### src/rtl/oled_spi_tx_if.sv
// oled_spi_tx_if: write port and status flags between the OLED sequencer and oled_spi_tx.
interface oled_spi_tx_if;
    logic       wr_en;
    logic       wr_dc;
    logic [7:0] wr_data;
    logic       full;
    logic       empty;
    logic       overflow;
    logic       done;

    modport slave (
        input  wr_en, wr_dc, wr_data,
        output full, empty, overflow, done
    );

    modport master (
        output wr_en, wr_dc, wr_data,
        input  full, empty, overflow, done
    );
endinterface

### src/rtl/oled_spi_tx.sv
// oled_spi_tx: queued {dc, byte} SPI transmitter (mode 0, MSB first) for the OLED panel.
// Define OLED_SPI_CS_EN to add the o_cs_n chip-select output; otherwise CS is tied low on the board.
module oled_spi_tx #(
    parameter int unsigned CLK_DIV = 4,
    parameter int unsigned FIFO_AW = 2
) (
    input  logic         i_clk,
    input  logic         i_rst,
    oled_spi_tx_if.slave bus,
    output logic         o_sclk,
    output logic         o_sdin,
    output logic         o_dc
`ifdef OLED_SPI_CS_EN
    ,
    output logic         o_cs_n
`endif
);

    localparam int unsigned DEPTH = 1 << FIFO_AW;
    localparam int unsigned CNT_W = FIFO_AW + 1;
    localparam int unsigned DIV_W = (CLK_DIV > 1) ? $clog2(CLK_DIV) : 1;
    localparam logic [DIV_W-1:0] DIV_LOAD = DIV_W'(CLK_DIV - 1);

    typedef struct packed {
        logic       dc;
        logic [7:0] data;
    } entry_t;

    typedef enum logic [1:0] {
        S_IDLE,
        S_LOAD,
        S_SHIFT_LO,
        S_SHIFT_HI
    } state_t;

    entry_t             r_mem [DEPTH];
    logic [FIFO_AW-1:0] r_wr_ptr;
    logic [FIFO_AW-1:0] r_rd_ptr;
    logic [CNT_W-1:0]   r_count;
    logic               r_full;
    logic               r_overflow;

    state_t             r_state;
    logic [DIV_W-1:0]   r_div;
    logic [2:0]         r_bit_cnt;
    logic [7:0]         r_shreg;
    logic               r_empty;
    logic               r_done;
    logic               r_sclk;
    logic               r_sdin;
    logic               r_dc;
`ifdef OLED_SPI_CS_EN
    logic               r_cs_n;
`endif

    logic               w_push;
    logic               w_pop;
    logic               w_has_entry;
    logic [CNT_W-1:0]   w_count_nxt;
    entry_t             w_head;
    logic               w_phase_end;

    // Accept on the current count; the FIFO drains only during LOAD.
    assign w_push      = bus.wr_en & ~r_full;
    assign w_pop       = (r_state == S_LOAD);
    // A same-cycle write counts so a write into an idle block reaches LOAD one cycle later.
    assign w_has_entry = (r_count != '0) | w_push;
    assign w_count_nxt = r_count + CNT_W'(w_push) - CNT_W'(w_pop);
    assign w_head      = r_mem[r_rd_ptr];
    assign w_phase_end = (r_div == '0);

    // FIFO storage; contents are don't-care once the pointers are reset.
    always_ff @(posedge i_clk) begin
        if (i_rst && w_push) begin
            r_mem[r_wr_ptr] <= entry_t'({bus.wr_dc, bus.wr_data});
        end
    end

    // FIFO pointers, occupancy, full flag and sticky overflow.
    always_ff @(posedge i_clk) begin
        if (!i_rst) begin
            r_wr_ptr   <= '0;
            r_rd_ptr   <= '0;
            r_count    <= '0;
            r_full     <= 1'b0;
            r_overflow <= 1'b0;
        end else begin
            if (w_push) begin
                r_wr_ptr <= r_wr_ptr + FIFO_AW'(1);
            end
            if (w_pop) begin
                r_rd_ptr <= r_rd_ptr + FIFO_AW'(1);
            end
            r_count    <= w_count_nxt;
            r_full     <= (w_count_nxt == CNT_W'(DEPTH));
            r_overflow <= r_overflow | (bus.wr_en & r_full);
        end
    end

    // Transfer sequencer: load a byte, then 8 low/high sclk phases of CLK_DIV cycles each.
    always_ff @(posedge i_clk) begin
        if (!i_rst) begin
            r_state   <= S_IDLE;
            r_div     <= '0;
            r_bit_cnt <= '0;
            r_shreg   <= '0;
            r_empty   <= 1'b1;
            r_done    <= 1'b0;
            r_sclk    <= 1'b0;
            r_sdin    <= 1'b0;
            r_dc      <= 1'b0;
`ifdef OLED_SPI_CS_EN
            r_cs_n    <= 1'b1;
`endif
        end else begin
            r_done  <= 1'b0;
            r_empty <= 1'b0;
            case (r_state)
                S_IDLE: begin
                    r_sclk <= 1'b0;
                    if (w_has_entry) begin
                        r_state <= S_LOAD;
`ifdef OLED_SPI_CS_EN
                        r_cs_n  <= 1'b0;
`endif
                    end else begin
                        r_empty <= 1'b1;
                    end
                end
                S_LOAD: begin
                    r_dc      <= w_head.dc;
                    r_shreg   <= w_head.data;
                    r_sdin    <= w_head.data[7];
                    r_bit_cnt <= 3'd7;
                    r_sclk    <= 1'b0;
                    r_div     <= DIV_LOAD;
                    r_state   <= S_SHIFT_LO;
                end
                S_SHIFT_LO: begin
                    if (w_phase_end) begin
                        r_sclk  <= 1'b1;
                        r_div   <= DIV_LOAD;
                        r_state <= S_SHIFT_HI;
                    end else begin
                        r_div <= r_div - DIV_W'(1);
                    end
                end
                S_SHIFT_HI: begin
                    if (w_phase_end) begin
                        r_sclk <= 1'b0;
                        if (r_bit_cnt != 3'd0) begin
                            r_bit_cnt <= r_bit_cnt - 3'd1;
                            r_sdin    <= r_shreg[6];
                            r_shreg   <= {r_shreg[6:0], 1'b0};
                            r_div     <= DIV_LOAD;
                            r_state   <= S_SHIFT_LO;
                        end else begin
                            r_done <= 1'b1;
                            if (w_has_entry) begin
                                r_state <= S_LOAD;
                            end else begin
                                r_state <= S_IDLE;
                                r_empty <= 1'b1;
`ifdef OLED_SPI_CS_EN
                                r_cs_n  <= 1'b1;
`endif
                            end
                        end
                    end else begin
                        r_div <= r_div - DIV_W'(1);
                    end
                end
                default: begin
                    r_state <= S_IDLE;
                end
            endcase
        end
    end

    assign bus.full     = r_full;
    assign bus.empty    = r_empty;
    assign bus.overflow = r_overflow;
    assign bus.done     = r_done;
    assign o_sclk       = r_sclk;
    assign o_sdin       = r_sdin;
    assign o_dc         = r_dc;
`ifdef OLED_SPI_CS_EN
    assign o_cs_n       = r_cs_n;
`endif

endmodule
### src/flat_wrapper.sv
// flat-port wrapper written by rule: the top's interface ports become plain ports
module oled_spi_tx_flat 
#(
    parameter int unsigned CLK_DIV = 4,
    parameter int unsigned FIFO_AW = 2
)
  (i_clk, i_rst, o_sclk, o_sdin, o_dc, bus_wr_en, bus_wr_dc, bus_wr_data, bus_full, bus_empty, bus_overflow, bus_done);
  oled_spi_tx_if bus_i ();
  input  logic i_clk;
  input  logic i_rst;
  output logic o_sclk;
  output logic o_sdin;
  output logic o_dc;
  input wire logic [$bits(bus_i.wr_en)-1:0] bus_wr_en;
  input wire logic [$bits(bus_i.wr_dc)-1:0] bus_wr_dc;
  input wire logic [$bits(bus_i.wr_data)-1:0] bus_wr_data;
  output wire logic [$bits(bus_i.full)-1:0] bus_full;
  output wire logic [$bits(bus_i.empty)-1:0] bus_empty;
  output wire logic [$bits(bus_i.overflow)-1:0] bus_overflow;
  output wire logic [$bits(bus_i.done)-1:0] bus_done;
  assign bus_i.wr_en = bus_wr_en;
  assign bus_i.wr_dc = bus_wr_dc;
  assign bus_i.wr_data = bus_wr_data;
  assign bus_full = bus_i.full;
  assign bus_empty = bus_i.empty;
  assign bus_overflow = bus_i.overflow;
  assign bus_done = bus_i.done;
  oled_spi_tx #(.CLK_DIV(CLK_DIV), .FIFO_AW(FIFO_AW)) u_core (.i_clk(i_clk), .i_rst(i_rst), .bus(bus_i), .o_sclk(o_sclk), .o_sdin(o_sdin), .o_dc(o_dc));
endmodule
### config.mk
export PLATFORM = sky130hd
export DESIGN_NAME = oled_spi_tx_flat
export DESIGN_NICKNAME = d
export VERILOG_FILES = /design/src/rtl/oled_spi_tx_if.sv /design/src/rtl/oled_spi_tx.sv /design/src/flat_wrapper.sv
export SDC_FILE = /design/constraint.sdc
export NUM_CORES = 1
export LEC_CHECK = 0
export BUFFER_PORTS_ARGS = -buffer_cell sky130_fd_sc_hd__buf_2
export CORE_MARGIN = 3
export CORE_UTILIZATION = 35
export DETAILED_ROUTE_END_ITERATION = 7
export GPL_ROUTABILITY_DRIVEN = 0
export HOLD_SLACK_MARGIN = 0.06
export MAX_ROUTING_LAYER = met4
export PLACE_DENSITY = 0.53
export RECOVER_POWER = 25
export SLEW_MARGIN = 20
export SYNTH_ARGS = -nofsm -noshare
export SYNTH_HDL_FRONTEND = slang
export SYNTH_SLANG_ARGS = --single-unit
### constraint.sdc
create_clock -name i_clk -period 3.9 [get_ports i_clk]
set_input_delay 0.39 -clock i_clk [delete_from_list [all_inputs] [get_ports i_clk]]
set_output_delay 0.39 -clock i_clk [all_outputs]
set_load 0.1 [all_outputs]
==> results of run 1 <==
-- placed cells by master, fill, tap and decap left out, types with 2 or more instances in the layout --
cell type	instances
a21oi_1	11
dfxtp_1	30
edfxtp_1	36
and2_1	9
nand2b_1	2
mux2i_1	8
buf_2	10
o21ai_0	7
o21ai_1	8
xnor2_1	6
and3_1	4
inv_1	12
nor2b_1	8
clkbuf_1	8
inv_6	4
clkinvlp_4	2
ha_1	15
nand2_1	9
o311a_1	3
mux4_2	9
xor2_1	2
clkbuf_8	9
nor2_1	4
-- state kept, by name, indices dropped and copies added (netlist names), 2 cells and up, named ones only --
| signal | cells |
|---|---|
| u_core.r_state | 2 |
| u_core.r_shreg | 7 |
| u_core.r_rd_ptr | 2 |
| u_core.r_count | 3 |
| u_core.r_div | 2 |
| u_core.r_wr_ptr | 2 |
| u_core.r_bit_cnt | 3 |
| u_core.r_mem | 36 |
-- critical path: cells and delay by family, from the launching register on --
kind / cells / cell delay (ps)
adders and majority gates: 4 / 1020
DFF: 1 / 410
and+or+nand+nor: 2 / 320
xor gates and xnor gates: 2 / 270
buffers and inverters: 3 / 230
-- worst paths after layout --
path / slack, ps / startpoint / to
worst max-delay path: 1560 / u_core.r_state[1] / u_core.bus.full
worst min-delay path: 290 / bus_wr_data[0] / u_core.r_mem[1][0]
worst max register to register: 1560 / u_core.r_state[1] / u_core.bus.full
worst min register to register: 500 / u_core.bus.overflow / u_core.bus.overflow
-- layout make-up --
cell class	count	share of cell area, %
sequential	66	53.3
multi-input combinational	120	32.8
clock buffer	9	3.93
tap	99	3.93
timing repair buffer	19	2.78
clock inverter	7	1.86
inverter	12	1.43
-- synthesized netlist by cell type, drive strengths merged --
master	count
a21boi	1
a21o	1
a21oi	11
and2	9
and3	4
and3b	1
and4b	1
buf	3
clkbuf	5
dfxtp	30
edfxtp	36
fa	1
ha	15
inv	12
mux2i	8
mux4	9
nand2	9
nand2b	2
nand4	1
nor2	4
nor2b	8
nor3b	2
nor4	1
o211a	1
o211ai	1
o21a	1
o21ai	15
o21bai	1
o221ai	1
o311a	3
or4b	1
xnor2	6
xor2	2
-- stage by stage --
step / std cells / area (sq um) / hold WS, ps / utilization, %
after floorplan: 206 / 2800 / 484 / -
after global routing: 332 / 3160 / 277 / 42.2
after CTS: 332 / 3170 / 231 / 42.3
after detailed placement: 316 / 2980 / 478 / 39.8
after global placement: 316 / 2980 / 467 / 39.8
final: 332 / 3160 / 295 / 42.2
-- metal layers --
layer  global-route usage (%)  part of all wire (%)
met1                     15.4                    49
met4                     6.49                   2.2
met3                     4.03                   3.5
met2                     17.0                    45
met5                        -                     0
-- power by group through the flow --
stage	logic (W)	registers [W]	clock network, W
after floorplan	0.000570	0.00108	0
after global placement	0.000800	0.00101	0
after detailed placement	0.000800	0.00101	0
after CTS	0.000806	0.000993	0.000551
after global routing	0.000895	0.00102	0.000580
final	0.000794	0.000990	0.000529
-- logic make-up after synthesis --
logic type | Yosys count | share of synthesized area [%]
compound gates | 36 | 7.74
mux | 17 | 10.1
fa+ha+maj | 16 | 7.43
simple gates | 43 | 9.22
xor+xnor | 8 | 2.51
flops | 66 | 60.2
buf+inv | 20 | 2.82
==> results.json, run 1 <==
{
  "grt_pass1_wl_um": 7710,
  "cts_hold_buf": 0,
  "portBuffers": 18,
  "htreeDepth": 3,
  "setup_viol": 0,
  "p_sw_w": 0.000856,
  "place_ws_ps": 1550,
  "die_y_um": 95.4,
  "finClkSkew_ps": 6.69,
  "fin_crit_sh_pct": 60.1,
  "cp_max_fo": 6,
  "drt_pass1_iterations": 4,
  "crit_path_end_kind": "flop",
  "start_util_pct": 37.3,
  "ioPinCount": 19,
  "combPwrFrac_pct": 34.3,
  "peakVddDrop_mv": 0.301,
  "cts_inserted_buffers": 9,
  "fin_ws_ps": 1560,
  "multi_input_area_sq_um": 1030,
  "grt_pass1_vias": 1497,
  "internal_power_w": 0.00146,
  "cts.root.buffer_cell": "clkbuf_8",
  "layout_min_cycle_time_ps": 2340,
  "max_slew.worst_pin.slew_ps": 868,
  "synth_fp_nets": 234,
  "coreArea_sq_um": 7490,
  "yosysWarnings": 0,
  "powerDensity_nw_per_um2": 733,
  "syn2layout_area_growth_pct": 12.9,
  "drv_slew": 0,
  "ctsResizeCount": 0,
  "drt-initial-drc-count": 62,
  "final_nets": 256,
  "drcViolationCount": 0,
  "netSwitchingFraction_pct": 37.0,
  "rsz0062_at_grt": "false",
  "clk_pin_slew_ps": 80,
  "critPathKind": "flop to flop",
  "finalHoldViolations": 0,
  "syn_area_sq_um": 2800,
  "yosysUniqueCellTypes": 35,
  "synth_top_cell_by_area": "edfxtp_1",
  "maxCapViolations": 0,
  "grt.overflow.total": 0,
  "die_w_um": 95.4,
  "ant_nets": 0,
  "synth_area_leaders": "edfxtp_1 39%, dfxtp_1 21%, mux4_2 7.3%, ha_1 6.7%, mux2i_1 2.9%",
  "rows": 31,
  "p_clk_share_pct": 22.9,
  "start_kind": "flop",
  "cp.arrival_ps": 2580,
  "syn_inst": 206,
  "netlist.area_leader.share_pct": 38.7,
  "status": "complete, no violations",
  "antenna_found_initial": 0,
  "seq_area_frac_synth_pct": 60.2,
  "nFillCells": 701,
  "vias_per_cell": 4.64,
  "cp_cell_sequence": "inv_1, ha_1, ha_1, inv_1, ha_1, inv_1, fa_1, xnor2_1, xnor2_1, and2_1, and3b_1",
  "hold_depth": 1,
  "power_w": 0.00231,
  "relSlewSlack_pct": 41.7,
  "sequentialPowerShare_pct": 42.8,
  "hold_path_class": "input pin to flop",
  "seq_area_sq_um": 1680,
  "wl_per_cell_um": 14.0,
  "syn_area_per_cell_sq_um": 13.6,
  "wirelength_um": 4660,
  "cts_tree": "built",
  "synth_seq_cells": 66,
  "grt_usage_pct": 12.1,
  "clockBufferDepth": 2,
  "cts_sinks": 66,
  "clkLatencyLatePin_ps": 350,
  "die-area_sq_um": 9090,
  "final_layout_size_suffix_gt1_share_pct": 16.3,
  "cts_setup_buffers": 0,
  "fmax_mhz": 427,
  "vias": 1540,
  "cp.required_ps": 4140,
  "grt_max_degree": 36,
  "reg2reg_depth": 11,
  "dpl.hpwl_um": 3090,
  "leakage_nw": 1.15,
  "cp_slowest_stage_delay_ps": 410,
  "cp_slowest_cell": "dfxtp_1",
  "num_antenna_cells": 0,
  "setup_tns_ps": 0
}
No activity file was read; power rests on OpenSTA's default activity.
==> inputs of run 2 (changes only) <==
- clock period: 3.9 -> 2.4 ns (I/O delays scaled with it)
==> results.json, run 2 (synthesis gave the netlist of run 1 again) <==
{
  "status": "complete, no violations",
  "r2r_slack_ps": 160,
  "final_common_cell": "edfxtp_1",
  "cp_max_fo": 4,
  "drv_slew": 0,
  "max_flop_register": "u_core.r_mem",
  "ctsResizeCount": 0,
  "dpl.hpwl_um": 3070,
  "reg2reg_depth": 11,
  "final_layout_size_suffix_gt1_share_pct": 18.5,
  "die_y_um": 95.4,
  "vias_per_cell": 4.67,
  "start_kind": "flop",
  "cts_sinks": 66,
  "grt.overflow.total": 0,
  "cts_setup_buffers": 0,
  "antenna_found_initial": 0,
  "fmax_mhz": 446,
  "layout_common_cells": "36 x edfxtp_1, 30 x dfxtp_1, 15 x ha_1, 12 x inv_1",
  "rows": 31,
  "max_slew.worst_pin.slew_ps": 852,
  "clkLatencyLatePin_ps": 340,
  "r2r_end": "u_core.bus.full",
  "cp.arrival_ps": 2470,
  "rsz0062_at_grt": "false",
  "power_w": 0.00388,
  "cp_cell_sequence": "inv_1, ha_1, ha_1, inv_1, ha_1, inv_1, fa_1, xnor2_1, xnor2_1, and2_1, and3b_1",
  "powerDensity_nw_per_um2": 1210,
  "crit_path_end_kind": "flop",
  "dpl_cell_area_sq_um": 3020,
  "cts_hold_buf": 0,
  "final_area_sq_um": 3210,
  "holdCritStartpoint": "bus_wr_data[0]",
  "vias": 1574,
  "critPathKind": "flop to flop",
  "ioPinCount": 19,
  "hold_end": "u_core.r_mem[2][0]",
  "cp_slowest_stage_delay_ps": 370,
  "leakage_nw": 1.20,
  "coreArea_sq_um": 7490,
  "worstPathBufferInverterCount": 3,
  "cts_tree": "built",
  "largestRegisters": "u_core.r_mem (36), u_core.r_shreg (7)",
  "maxCapViolations": 0,
  "drt-initial-drc-count": 60,
  "die_w_um": 95.4,
  "cts_inserted_buffers": 9,
  "start_util_pct": 37.3,
  "cts.root.buffer_cell": "clkbuf_8",
  "layout_min_cycle_time_ps": 2240,
  "wl_per_cell_um": 13.8,
  "setup_viol": 0,
  "drcViolationCount": 0,
  "htreeDepth": 3,
  "portBuffers": 18,
  "cp.required_ps": 2630,
  "syn2layout_area_growth_pct": 15.0,
  "num_antenna_cells": 0,
  "hold_depth": 1,
  "peakVddDrop_mv": 0.923,
  "finalHoldViolations": 0,
  "r2r_start": "u_core.r_state[1]",
  "hold_path_class": "input pin to flop",
  "fin_util_pct": 42.9,
  "clk_pin_slew_ps": 80,
  "die-area_sq_um": 9090,
  "grt_pass1_wl_um": 7610,
  "grt_usage_pct": 11.9,
  "setup_tns_ps": 0,
  "ant_nets": 0,
  "grt_pass1_vias": 1477,
  "finClkSkew_ps": 7.36,
  "largest_reg_flops": 36,
  "relSlewSlack_pct": 42.8,
  "fin_crit_sh_pct": 93.3,
  "wirelength_um": 4660,
  "cp_slowest_cell": "fa_1",
  "clockBufferDepth": 2,
  "grt_max_degree": 32,
  "crit_family": "adder cells",
  "drt_pass1_iterations": 4,
  "final_nets": 261
}
[run 2: cell count changes in the layout (fill, tap and decap cells not counted), sizes merged]
| cell | delta |
|---|---|
| clkbuf | -1 |
| clkinvlp | -2 |
| bufinv | +1 |
| buf | +6 |
| inv | -3 |
| clkinv | +4 |
[run 2: through the flow]
step	instances	worst slack, ps	hold WS [ps]
after global routing	337	61.4	118
after CTS	337	157	92.9
after detailed placement	321	189	457
final	337	160	127
after floorplan	206	17.9	339
after global placement	321	233	458
[run 2: worst max path at each step]
stage / start / end / slack, ps / depth (start not counted)
floorplan: u_core.bus.full / u_core.bus.full / 20 / 9
global placement: u_core.r_state[1] / u_core.bus.full / 230 / 11
detailed placement: u_core.r_state[1] / u_core.bus.full / 190 / 11
CTS: u_core.r_state[1] / u_core.bus.full / 160 / 11
global route: u_core.r_state[1] / u_core.bus.full / 60 / 11
finish: u_core.r_state[1] / u_core.bus.full / 160 / 11
[run 2: worst register-to-register path, stage by stage (launching register included)]
cell     delay, ps
dfxtp_1        340
inv_1           90
ha_1           230
ha_1           280
inv_1           60
ha_1           130
inv_1           40
fa_1           370
xnor2_1        140
xnor2_1        120
and2_1         160
and3b_1        170
[run 2: area by class of cell]
cell class / count / area, sq um
Clock buffer: 9 / 124
Clock inverter: 7 / 78.8
Sequential cell: 66 / 1680
Timing Repair Buffer: 24 / 126
Inverter: 12 / 45.0
Tap cell: 99 / 124
Multi-Input combinational cell: 120 / 1030
Fill cell: 695 / 4270
[run 2: report_power, final]
part / leakage [nW] / switching, W / total (W) / internal [W]
sequential: 0.574 / 0.000129 / 0.00155 / 0.00143
combinational: 0.519 / 0.000805 / 0.00139 / 0.000586
clock: 0.104 / 0.000446 / 0.000934 / 0.000488
total: 1.20 / 0.00138 / 0.00388 / 0.00250
[run 2: metal layers]
layer  GRT usage (%)  vias to the layer above  part of all wire [%]  wire (um)
li1                -                      810                     -          -
met1            15.8                      733                    51       2370
met2            16.3                       21                    44       2050
met3            3.55                       10                   3.8        177
met4            6.13                        0                   1.4         65
met5               -                        -                     0          0
